==> config.mk <==
export PLATFORM = sky130hd
export DESIGN_NAME = serial_word_receiver
export DESIGN_NICKNAME = d
export VERILOG_FILES = /design/src/rtl/serial_link_pkg.sv /design/src/rtl/serial_word_assembler.sv /design/src/rtl/serial_word_receiver.sv
export SDC_FILE = /design/constraint.sdc
export NUM_CORES = 1
export LEC_CHECK = 0
export ABC_AREA = 1
export CELL_PAD_IN_SITES_DETAIL_PLACEMENT = 2
export CELL_PAD_IN_SITES_GLOBAL_PLACEMENT = 2
export CORE_ASPECT_RATIO = 1.5
export CORE_MARGIN = 2
export CORE_UTILIZATION = 25
export CTS_BUF_LIST = sky130_fd_sc_hd__clkbuf_8
export CTS_CLUSTER_SIZE = 16
export DETAILED_ROUTE_END_ITERATION = 8
export HOLD_SLACK_MARGIN = 0.03
export PLACE_DENSITY = 0.78
export SYNTH_ARGS = -nofsm -noshare
export SYNTH_HDL_FRONTEND = slang
export SYNTH_SLANG_ARGS = --single-unit
==> constraint.sdc <==
create_clock -name clock -period 1.25 [get_ports clock]
set_clock_uncertainty 0.05 [all_clocks]
set_input_delay 0.125 -clock clock [delete_from_list [all_inputs] [get_ports clock]]
set_output_delay 0.125 -clock clock [all_outputs]
set_load 0.02 [all_outputs]
==> src/rtl/serial_link_pkg.sv <==
// Types and constants shared by the serial link blocks (transmitter and receiver sides).
package serial_link_pkg;

    typedef enum logic {BUF_EMPTY, BUF_FULL} buf_state_t;

    localparam logic MSB_FIRST = 1'b0;
    localparam logic LSB_FIRST = 1'b1;

endpackage

==> src/rtl/serial_word_assembler.sv <==
// Shift register and bit counter that assemble serial bits into words. It pulses
// `complete` together with the finished word, which includes the bit arriving this cycle.
module serial_word_assembler
    import serial_link_pkg::*;
#(
    parameter int WIDTH = 4,
    parameter int CW    = $clog2(WIDTH+1)
) (
    input  logic             clock,
    input  logic             reset,
    input  logic             clear,
    input  logic             shift_in,
    input  logic             shift_left,
    input  logic             shift_right,
    output logic [WIDTH-1:0] word,
    output logic             complete,
    output logic [CW-1:0]    count
);

    logic [WIDTH-1:0] r_q, r_d;
    logic [CW-1:0]    count_q, count_d;
    logic             strobe;
    logic             dir;

    assign strobe = shift_left | shift_right;
    // shift_left has priority when both strobes are high
    assign dir    = shift_left ? MSB_FIRST : LSB_FIRST;

    always_comb begin
        r_d      = r_q;
        count_d  = count_q;
        complete = 1'b0;
        if (strobe) begin
            if (dir == MSB_FIRST) r_d = {r_q[WIDTH-2:0], shift_in};
            else                  r_d = {shift_in, r_q[WIDTH-1:1]};
            if (count_q == CW'(WIDTH-1)) begin
                count_d  = '0;
                complete = 1'b1;
            end else begin
                count_d  = count_q + 1'b1;
            end
        end
    end

    always_ff @(posedge clock) begin
        if (reset || clear) begin
            r_q     <= '0;
            count_q <= '0;
        end else begin
            r_q     <= r_d;
            count_q <= count_d;
        end
    end

    assign word  = r_d;
    assign count = count_q;

endmodule

==> src/rtl/serial_word_receiver.sv <==
// Serial-to-parallel receiver. Assembled words go into a one-deep holding buffer
// with a valid/ready handshake, and a sticky overrun flag is set when a word is dropped.
module serial_word_receiver
    import serial_link_pkg::*;
#(
    parameter int WIDTH = 4,
    parameter int CW    = $clog2(WIDTH+1)
) (
    input  logic             clock,
    input  logic             reset,
    input  logic             clear,
    input  logic             shift_in,
    input  logic             shift_left,
    input  logic             shift_right,
    input  logic             ready,
    output logic [WIDTH-1:0] q,
    output logic             valid,
    output logic             busy,
    output logic             overrun,
    output logic [CW-1:0]    count
);

    buf_state_t       state_q;
    logic [WIDTH-1:0] q_q;
    logic             ovr_q;
    logic [WIDTH-1:0] word;
    logic             complete;

    serial_word_assembler #(.WIDTH(WIDTH), .CW(CW)) u_asm (
        .clock       (clock),
        .reset       (reset),
        .clear       (clear),
        .shift_in    (shift_in),
        .shift_left  (shift_left),
        .shift_right (shift_right),
        .word        (word),
        .complete    (complete),
        .count       (count)
    );

    always_ff @(posedge clock) begin
        if (reset || clear) begin
            state_q <= BUF_EMPTY;
            q_q     <= '0;
            ovr_q   <= 1'b0;
        end else begin
            case (state_q)
                BUF_EMPTY: begin
                    if (complete) begin
                        q_q     <= word;
                        state_q <= BUF_FULL;
                    end
                end
                BUF_FULL: begin
                    // An accept and a completion on the same edge hand over with no gap.
                    if (complete) begin
                        if (ready) q_q   <= word;
                        else       ovr_q <= 1'b1;
                    end else if (ready) begin
                        state_q <= BUF_EMPTY;
                    end
                end
                default: state_q <= BUF_EMPTY;
            endcase
        end
    end

    assign q       = q_q;
    assign valid   = (state_q == BUF_FULL);
    assign overrun = ovr_q;
    assign busy    = (count != '0);

endmodule

# After elaboration in Yosys (flattened, before gate mapping)
# Cells that the tools add are included.
[word_totals] reg_bits=13 mem_bits_ro=0 ramBits=0 latchBits=0 wordCells=30 mem_count=0
[classes] addsub=1 n_mux=13 bitwise_logic=3 div=0 n_mul=0 reduce_logical=4 n_shift=0 n_eq_ne=4 magnitude_cmp=0
[ops] op="$mux W4" n=5
[ops] op="$pmux W4 S2" n=1
[ops] op="$reduce_and A3 Y1" n=2
[ops] op="$mux W1" n=5
[ops] op="$ne A2 B2 Y1 const B" n=2
[ops] op="$add A3 B1 Y3 const B" n=1
[ops] op="$eq A3 B2 Y1 const B" n=1
[ops] op="$mux W3" n=1
[ops] op="$reduce_bool A3 Y1" n=1
[ops] op="$ne A2 B1 Y1 const B" n=1
[ops] op="$not A1 Y1" n=2
[ops] op="$pmux W1 S2" n=1
[ops] op="$logic_or A1 B1 Y1" n=1
[ops] op="$or A1 B1 Y1" n=1

# Logic depth before layout (Yosys ltp)
# Gate-level depths: netlist of run 1.
[logic_depth] depth_word=5 ltp_mapped=7

# Cells and area by module
# Synthesis of run 1 repeated with hierarchy kept, for this count alone.
[unflattened] hier_cells=95 area_unflattened_um2=635.6
[by_module_without_submodules] module="serial_word_assembler" area_each_um2=369.1 instances=1 cells_each=58
[by_module_without_submodules] module="serial_word_receiver" area_each_um2=266.5 instances=1 cells_each=37

# Worst setup path after synthesis of run 1
# Ideal clock, no wire load.
[synth_path] kind="flip-flop to flip-flop" startpoint="register u_asm.count_q[0], in the netlist u_asm.count[0]" endpoint="register q_q[1], in the netlist q[1]" path_stages_with_launch=7 setup_slack_ps=-70 arrival_time_ps=1157 period_less_slack_ps=1320 path_cell_list="dfxtp_1 -> ha_1 -> inv_1 -> nor2_1 -> nand3_4 -> nor2_1 -> nor2_1"
[synth_via] elab_chain_cells=5 elab_cells_between_ends=6 classes_between="eq/ne: 3; mux: 2; reduce/logical: 1"
[synth_rtl] item="start, declared" line="serial_word_assembler.sv:21" source="logic [CW-1:0] count_q, count_d;"
[synth_rtl] item="start signal, assigned" line="serial_word_assembler.sv:51" source="count_q <= count_d;"
[synth_rtl] item="$eq A3 B2 Y1 *" line="serial_word_assembler.sv:36" source="if (count_q == CW'(WIDTH-1)) begin"
[synth_rtl] item="$mux W1 *" line="serial_word_assembler.sv:36"
[synth_rtl] item="$mux W1 *" line="serial_word_assembler.sv:33" source="if (strobe) begin"
[synth_rtl] item="$ne A2 B2 Y1 (no source line) / $ne A2 B1 Y1 (equally long branches)"
[synth_rtl] item="$reduce_and A3 Y1 (no source line) *"
[synth_rtl] item="end signal, assigned" line="serial_word_receiver.sv:50" source="q_q <= word;"
[synth_rtl] item="end signal, assigned" line="serial_word_receiver.sv:57" source="if (ready) q_q <= word;"
[synth_rtl] item="end, declared" line="serial_word_receiver.sv:24" source="logic [WIDTH-1:0] q_q;"
# Every way passes the cells marked *; elsewhere a longest branch is shown, timed or not.
# A chain may end at the register's enable or synchronous reset.

# Worst setup path after layout of run 1
[layout_path] startpoint="register u_asm.count_q[0], in the netlist u_asm.count[0]" endpoint="register q_q[0], in the netlist q[0]"
# Same word-level chain as after synthesis.

==> results of run 1 <==
## cell usage after synthesis
| library cell | number | area share |
|---|---|---|
| sky130_fd_sc_hd__a211oi_1 | 1 | 0.012 |
| sky130_fd_sc_hd__a21oi_1 | 4 | 0.033 |
| sky130_fd_sc_hd__dfxtp_1 | 13 | 0.43 |
| sky130_fd_sc_hd__ha_1 | 2 | 0.041 |
| sky130_fd_sc_hd__inv_1 | 14 | 0.087 |
| sky130_fd_sc_hd__inv_2 | 1 | 0.0062 |
| sky130_fd_sc_hd__nand2_1 | 30 | 0.19 |
| sky130_fd_sc_hd__nand2_4 | 1 | 0.019 |
| sky130_fd_sc_hd__nand3_1 | 4 | 0.033 |
| sky130_fd_sc_hd__nand3_4 | 1 | 0.029 |
| sky130_fd_sc_hd__nor2_1 | 15 | 0.093 |
| sky130_fd_sc_hd__nor2_2 | 1 | 0.010 |
| sky130_fd_sc_hd__nor3_1 | 1 | 0.0083 |
| sky130_fd_sc_hd__o21ai_0 | 1 | 0.0083 |
## layer usage
metal	vias to the layer above	share of wire	global-route usage
met2	13	0.61	0.309
met5	-	0	0
met4	0	0.021	0.0682
met3	6	0.020	0.0254
met1	323	0.35	0.135
li1	330	-	-
## worst max-delay path by stage
stage,startpoint,endpoint,slack [ps],cells past startpoint
final,u_asm.count[0],q[0],8,7
after floorplan,u_asm.count[0],q[1],30,6
after CTS,u_asm.count[0],q[0],-150,7
after detailed placement,u_asm.count[0],q[0],-140,7
after global routing,u_asm.count[0],q[3],-110,8
after global placement,u_asm.count[1],busy,-110,4
## logic make-up after synthesis
group	synth area share
AO/OA/AOI/OAI	0.0539
buffers and inverters	0.0934
AND/OR/NAND/NOR	0.380
flip-flops	0.432
adder cells (fa/ha/maj)	0.0415
## repair_timing
item	in CTS	in global routing
pin swaps	0	5
setup endpoints to repair	17	9
resized for setup	12	18
setup buffers	0	2
## where the power goes
part,total (µW),leakage [µW],switching [µW],internal [µW]
Combinational,144,0.000381,72.0,71.6
Clock,372,0.0000269,155,217
Sequential,429,0.000106,6.23,423
## stage by stage
| step | util | std cells |
|---|---|---|
| floorplan | - | 89 |
| global placement | 0.385 | 138 |
| detailed placement | 0.385 | 138 |
| CTS | 0.398 | 142 |
| global route | 0.432 | 144 |
| finish | 0.432 | 144 |
## worst max-delay path, delay by kind of cell (launching register included)
| family | cells | cell delay, ps |
|---|---|---|
| flops | 1 | 350 |
| buf+inv | 2 | 150 |
| simple gates | 4 | 450 |
| fa+ha+maj | 1 | 130 |
## sequential cells by signal, summed over array words and instances (netlist names)
register,count
overrun,1
valid,1
u_asm.count,3
u_asm.r_q,4
q,4
## final cells by class
class,count,share of cell area
multi-input combinational,61,0.342
clock inverter,1,0.00384
timing repair buffer,28,0.254
tap,23,0.0294
sequential,13,0.269
clock buffer,3,0.0423
inverter,15,0.0602
==> metrics.md, run 1 <==
| Metric | Value |
|---|---|
| Net count after synthesis | `98` |
| Launching point of the worst reg2reg path | `u_asm.count[0]` |
| Netlist Area Pre-Place | `603 µm²` |
| Capture endpoint of the worst hold path | `overrun` |
| Die ar. | `around 2800 µm²` |
| Count of endpoints failing hold in the final timing report | `0` |
| Most used cell, CP | `sky130_fd_sc_hd__nor2_1` |
| Average size of a mapped cell | `6.78 µm²` |
| Setup violation total in the final timing report | `0` |
| Critical register-to-register path endpoint | `q[0]` |
| Port Buffers | `16` |
| Fmax achieved | `about 800 MHz` |
| Total number of clock tree sinks | `13` |
| Most common library cell in the layout ignoring fill and taps | `sky130_fd_sc_hd__nand2_1` |
| Routed wire per std cell | `13.6 µm` |
| Power, Total | `945 µW` |
| Number of global-route vias before repair | `758` |
| Post-layout min period | `approximately 1200 ps` |
| Number of diodes | `0` |
| Hold crit path type | `reg2reg` |
| Total area of multi-input combinational cells | `334 µm²` |
| Synth-to-layout area growth | `62.0%` |
| Crit-path max FO | `8` |
| Number of buffers created by CTS | `3` |
| Row Count | `21` |
| Register bit count reported by yosys | `13` |
| Outcome | `completed` |
| Starting density of the core | `0.267` |
| Routed wire length | `roughly 2.0 mm` |
| Gp weighted congestion | `~0.8` |
| Std-Cell Core Area | `2260 µm²` |
| Vias after detailed routing | `672` |
| Setup repair after global routing missed its margin | `yes` |
| Die span in y | `around 64 µm` |
| Startpoint-to-endpoint class of the critical path | `reg2reg` |
| Depth of the worst register-to-register path | `7` |
| Setup total negative slack | `0 ps` |
| Detailed router's first-iteration violation count | `1` |
| Min setup slack post-route | `8.20 ps` |
| Post-Place Cell Area | `roughly 870 µm²` |
| IR drop worst, VDD | `roughly 0.00045 V` |
| Startpoint kind of the worst setup timing path | `flip-flop` |
| GR Overflow Total | `0` |
| Via-per-instance ratio | `between 4 and 5` |
| Final-report max-slew violation count | `0` |
| Arrival time at the worst endpoint | `1330 ps` |
| Total GRT Usage | `0.153` |
| Maximum number of pins on one net before global-route repair | `9` |
| Worst setup timing slack at the placement stage | `-141 ps` |
| Final antenna-violating net count | `0` |
| Later-pin clock latency in the skew report | `240 ps` |
| Ordered list of cells on the worst path | `buf_6, ha_4, inv_2, nor2_4, nand3_4, nor2_1, nor2_1` |
| Largest incremental delay on the critical path | `350 ps` |
| DRC violation count after routing | `0` |
| Cell with the largest stage delay on the worst path | `sky130_fd_sc_hd__dfxtp_2` |
| Setup slack on the worst flop-to-flop path | `about 8 ps` |
| Endpoint required time on the critical path | `1340 ps` |
| H-tree levels | `1` |
| Reported max-cap violation count | `0` |
| Number of hold-repair buffers added at the cts stage | `0` |
| Worst slew margin | `0.851` |
| Number of inserted filler cells in the final layout | `274` |
| Largest buffer count on any clock path | `2` |
| DRT Pass-1 Iters | `4` |
| Yosys warnings | `0` |
| Wire length of the first global-routing pass | `3.21 mm` |
| Clock transition at path regs | `roughly 60 ps` |
| PD cells | `967 nW/µm²` |
| DPL Wire Length | `1.52 mm` |
| Category of the worst setup path capture point | `flip-flop` |
| Tightest Pin Transition | `223 ps` |
| Initial antenna violation count | `0` |
| Non-Filler Cell Area, Final | `977 µm²` |
| Number of different library cells in the post-synthesis netlist | `14` |
| Share of cells above drive strength 1 | `0.264` |
| Commonest cells after routing, fill and taps aside | `27 x sky130_fd_sc_hd__nand2_1, 13 x sky130_fd_sc_hd__inv_1, 13 x sky130_fd_sc_hd__nor2_1` |
| Hold slack final | `422 ps` |
| Sequential share of the synthesized area | `0.432` |
| Register Area | `263 µm²` |
| Clock Tree Root | `sky130_fd_sc_hd__clkbuf_8` |
| TritonCTS clock tree | `done` |
| HP Start | `overrun` |
| Synthesized netlist cell count | `89` |
| Post-route clock period utilization | `0.993` |
| Leakage | `around 0.00051 µW` |
| Total I/O pin count | `17` |
| Count of nets after finishing | `131` |
| Number of stages on the worst hold path | `2` |
| Die width | `44.1 µm` |
Power figures use the tool's default switching activity.
==> run 2, diff against run 1 <==
CORE_MARGIN = not set   (was 2)
GPL_ROUTABILITY_DRIVEN = 0   (was not set)
==> run 2 against run 1 <==
Net effect: critical path type unchanged; global-route usage is 1.9 points higher; via count fell by 0.74%; sequential power is essentially flat; utilization fell by 1.4 points; fmax up 1.2%.
==> metrics.md, run 2 (synthesis results as in run 1) <==
| Metric | Value |
|---|---|
| DRC violation count after routing | `0 (unchanged)` |
| Row Count | `21 (unchanged)` |
| Largest buffer count on any clock path | `2 (unchanged)` |
| Post-route clock period utilization | `0.982 (was 0.993)` |
| Total I/O pin count | `17 (unchanged)` |
| Vias after detailed routing | `667 (was 672)` |
| Commonest cells after routing, fill and taps aside | `28 x sky130_fd_sc_hd__nand2_1, 13 x sky130_fd_sc_hd__inv_1, 13 x sky130_fd_sc_hd__nor2_1 (was 27 x sky130_fd_sc_hd__nand2_1, 13 x sky130_fd_sc_hd__inv_1, 13 x sky130_fd_sc_hd__nor2_1)` |
| Endpoint of the most critical setup path | `q[0] (unchanged)` |
| Crit path from | `u_asm.count[0] (unchanged)` |
| Critical register-to-register path endpoint | `q[0] (unchanged)` |
| DRT Pass-1 Iters | `4 (unchanged)` |
| TritonCTS clock tree | `done (unchanged)` |
| Clock Tree Root | `sky130_fd_sc_hd__clkbuf_8 (unchanged)` |
| Worst slew margin | `0.862 (was 0.851)` |
| Total number of clock tree sinks | `13 (unchanged)` |
| Tightest Pin Transition | `205 ps (was 223 ps)` |
| Number of buffers created by CTS | `3 (unchanged)` |
| Number of diodes | `0 (unchanged)` |
| Arrival time at the worst endpoint | `1310 ps (was 1330 ps)` |
| Total GRT Usage | `0.172 (was 0.153)` |
| Post-layout utilization of the core | `0.419 (was 0.432)` |
| Via-per-instance ratio | `4.70 (was 4.67)` |
| Category of the worst setup path capture point | `flip-flop (unchanged)` |
| Non-Filler Cell Area, Final | `946 µm² (was 977 µm²)` |
| Reported max-cap violation count | `0 (unchanged)` |
| Routed wire length | `2.08 mm (was 1.97 mm)` |
| Std-Cell Core Area | `2260 µm² (unchanged)` |
| Setup total negative slack | `0 ps (unchanged)` |
| Post-Place Cell Area | `862 µm² (was 870 µm²)` |
| Hold crit path type | `in2reg (was reg2reg)` |
| Crit-path max FO | `8 (unchanged)` |
| IR drop worst, VDD | `0.000727 V (was 0.000448 V)` |
| DPL Wire Length | `1.49 mm (was 1.52 mm)` |
| Count of nets after finishing | `129 (was 131)` |
| PD cells | `994 nW/µm² (was 967 nW/µm²)` |
| GR Overflow Total | `0 (unchanged)` |
| Final-report max-slew violation count | `0 (unchanged)` |
| Port Buffers | `16 (unchanged)` |
| Setup violation total in the final timing report | `0 (unchanged)` |
| Maximum number of pins on one net before global-route repair | `9 (unchanged)` |
| H-tree levels | `1 (unchanged)` |
| Depth of the worst register-to-register path | `7 (unchanged)` |
| Startpoint kind of the worst setup timing path | `flip-flop (unchanged)` |
| Initial antenna violation count | `0 (unchanged)` |
| Worst setup timing slack at the placement stage | `-169 ps (was -141 ps)` |
| Die span in y | `62.2 µm (was 64.2 µm)` |
| Number of global-route vias before repair | `770 (was 758)` |
| Final antenna-violating net count | `0 (unchanged)` |
| Detailed router's first-iteration violation count | `13 (was 1)` |
| Synth-to-layout area growth | `56.8% (was 62.0%)` |
| Most common library cell in the layout ignoring fill and taps | `sky130_fd_sc_hd__nand2_1 (unchanged)` |
| Setup slack on the worst flop-to-flop path | `20 ps (was 8 ps)` |
| Fmax achieved | `815 MHz (was 805 MHz)` |
| Routed wire per std cell | `14.7 µm (was 13.6 µm)` |
| Launching point of the worst reg2reg path | `u_asm.count[0] (unchanged)` |
| Clock transition at path regs | `60 ps (about the same)` |
| Leakage | `0.000505 µW (was 0.000514 µW)` |
| Min setup slack post-route | `23.0 ps (was 8.20 ps)` |
| Startpoint-to-endpoint class of the critical path | `reg2reg (unchanged)` |
| Post-layout min period | `1230 ps (was 1240 ps)` |
| Later-pin clock latency in the skew report | `250 ps (was 240 ps)` |
| Die ar. | `2620 µm² (was 2830 µm²)` |
| Die width | `42.1 µm (was 44.1 µm)` |
| Endpoint required time on the critical path | `1340 ps (about the same)` |
| Share of cells above drive strength 1 | `0.244 (was 0.264)` |
| Number of hold-repair buffers added at the cts stage | `0 (unchanged)` |
| Starting density of the core | `0.267 (unchanged)` |
| Outcome | `completed (unchanged)` |
| Setup repair after global routing missed its margin | `yes (unchanged)` |
| Count of endpoints failing hold in the final timing report | `0 (unchanged)` |
| Wire length of the first global-routing pass | `3.41 mm (was 3.21 mm)` |
## run 2: worst min path at each step
stage / startpoint / end / slack [ps] / cells after the start
after detailed placement: overrun / overrun / 420 / 2
after global routing: shift_left / u_asm.r_q[0] / 350 / 5
after CTS: overrun / overrun / 430 / 2
after global placement: overrun / overrun / 400 / 2
final: shift_left / u_asm.r_q[0] / 320 / 5
after floorplan: reset / u_asm.count[0] / 260 / 3
## run 2: where the power goes
part | leakage (µW) | switching, µW | internal (µW)
clock | 0.0000269 | 162 | 217
sequential | 0.000106 | 6.36 | 423
combinational | 0.000372 | 70.9 | 61.5
## run 2: repair_timing
| action | 4_1_cts | 5_1_grt |
|---|---|---|
| resized for setup | 19 | 9 |
| buffers inserted | 0 | 1 |
| pin swaps | 2 | 3 |
| setup endpoints to repair | 17 | 6 |
## run 2: final cells by class
| class | instances | area, µm² |
|---|---|---|
| Clock buffer | 3 | 41.3 |
| Multi-Input combinational cell | 61 | 322 |
| Inverter | 15 | 56.3 |
| Fill cell | 281 | 1310 |
| Sequential cell | 13 | 263 |
| Clock inverter | 1 | 3.75 |
| Tap cell | 23 | 28.8 |
| Timing Repair Buffer | 26 | 231 |
## run 2: through the flow
step,total power (µW),cells,hold WS [ps]
CTS,953,141,427
floorplan,487,89,256
global placement,556,137,403
global route,994,142,347
detailed placement,562,137,416
finish,940,142,322
## run 2: layer usage
| metal | vias to the layer above | global-route usage | part of all wire |
|---|---|---|---|
| li1 | 325 | - | - |
| met1 | 325 | 0.152 | 0.34 |
| met2 | 13 | 0.357 | 0.62 |
| met3 | 4 | 0.0436 | 0.027 |
| met4 | 0 | 0.0469 | 0.0091 |
| met5 | - | 0 | 0 |
## run 2: worst max-delay path, stage by stage, from the launching register on
cell	delay (ps)
sky130_fd_sc_hd__dfxtp_2	350
sky130_fd_sc_hd__buf_6	100
sky130_fd_sc_hd__ha_4	130
sky130_fd_sc_hd__inv_2	40
sky130_fd_sc_hd__nor2_4	100
sky130_fd_sc_hd__nand3_4	130
sky130_fd_sc_hd__nor2_2	150
sky130_fd_sc_hd__nor2_1	60
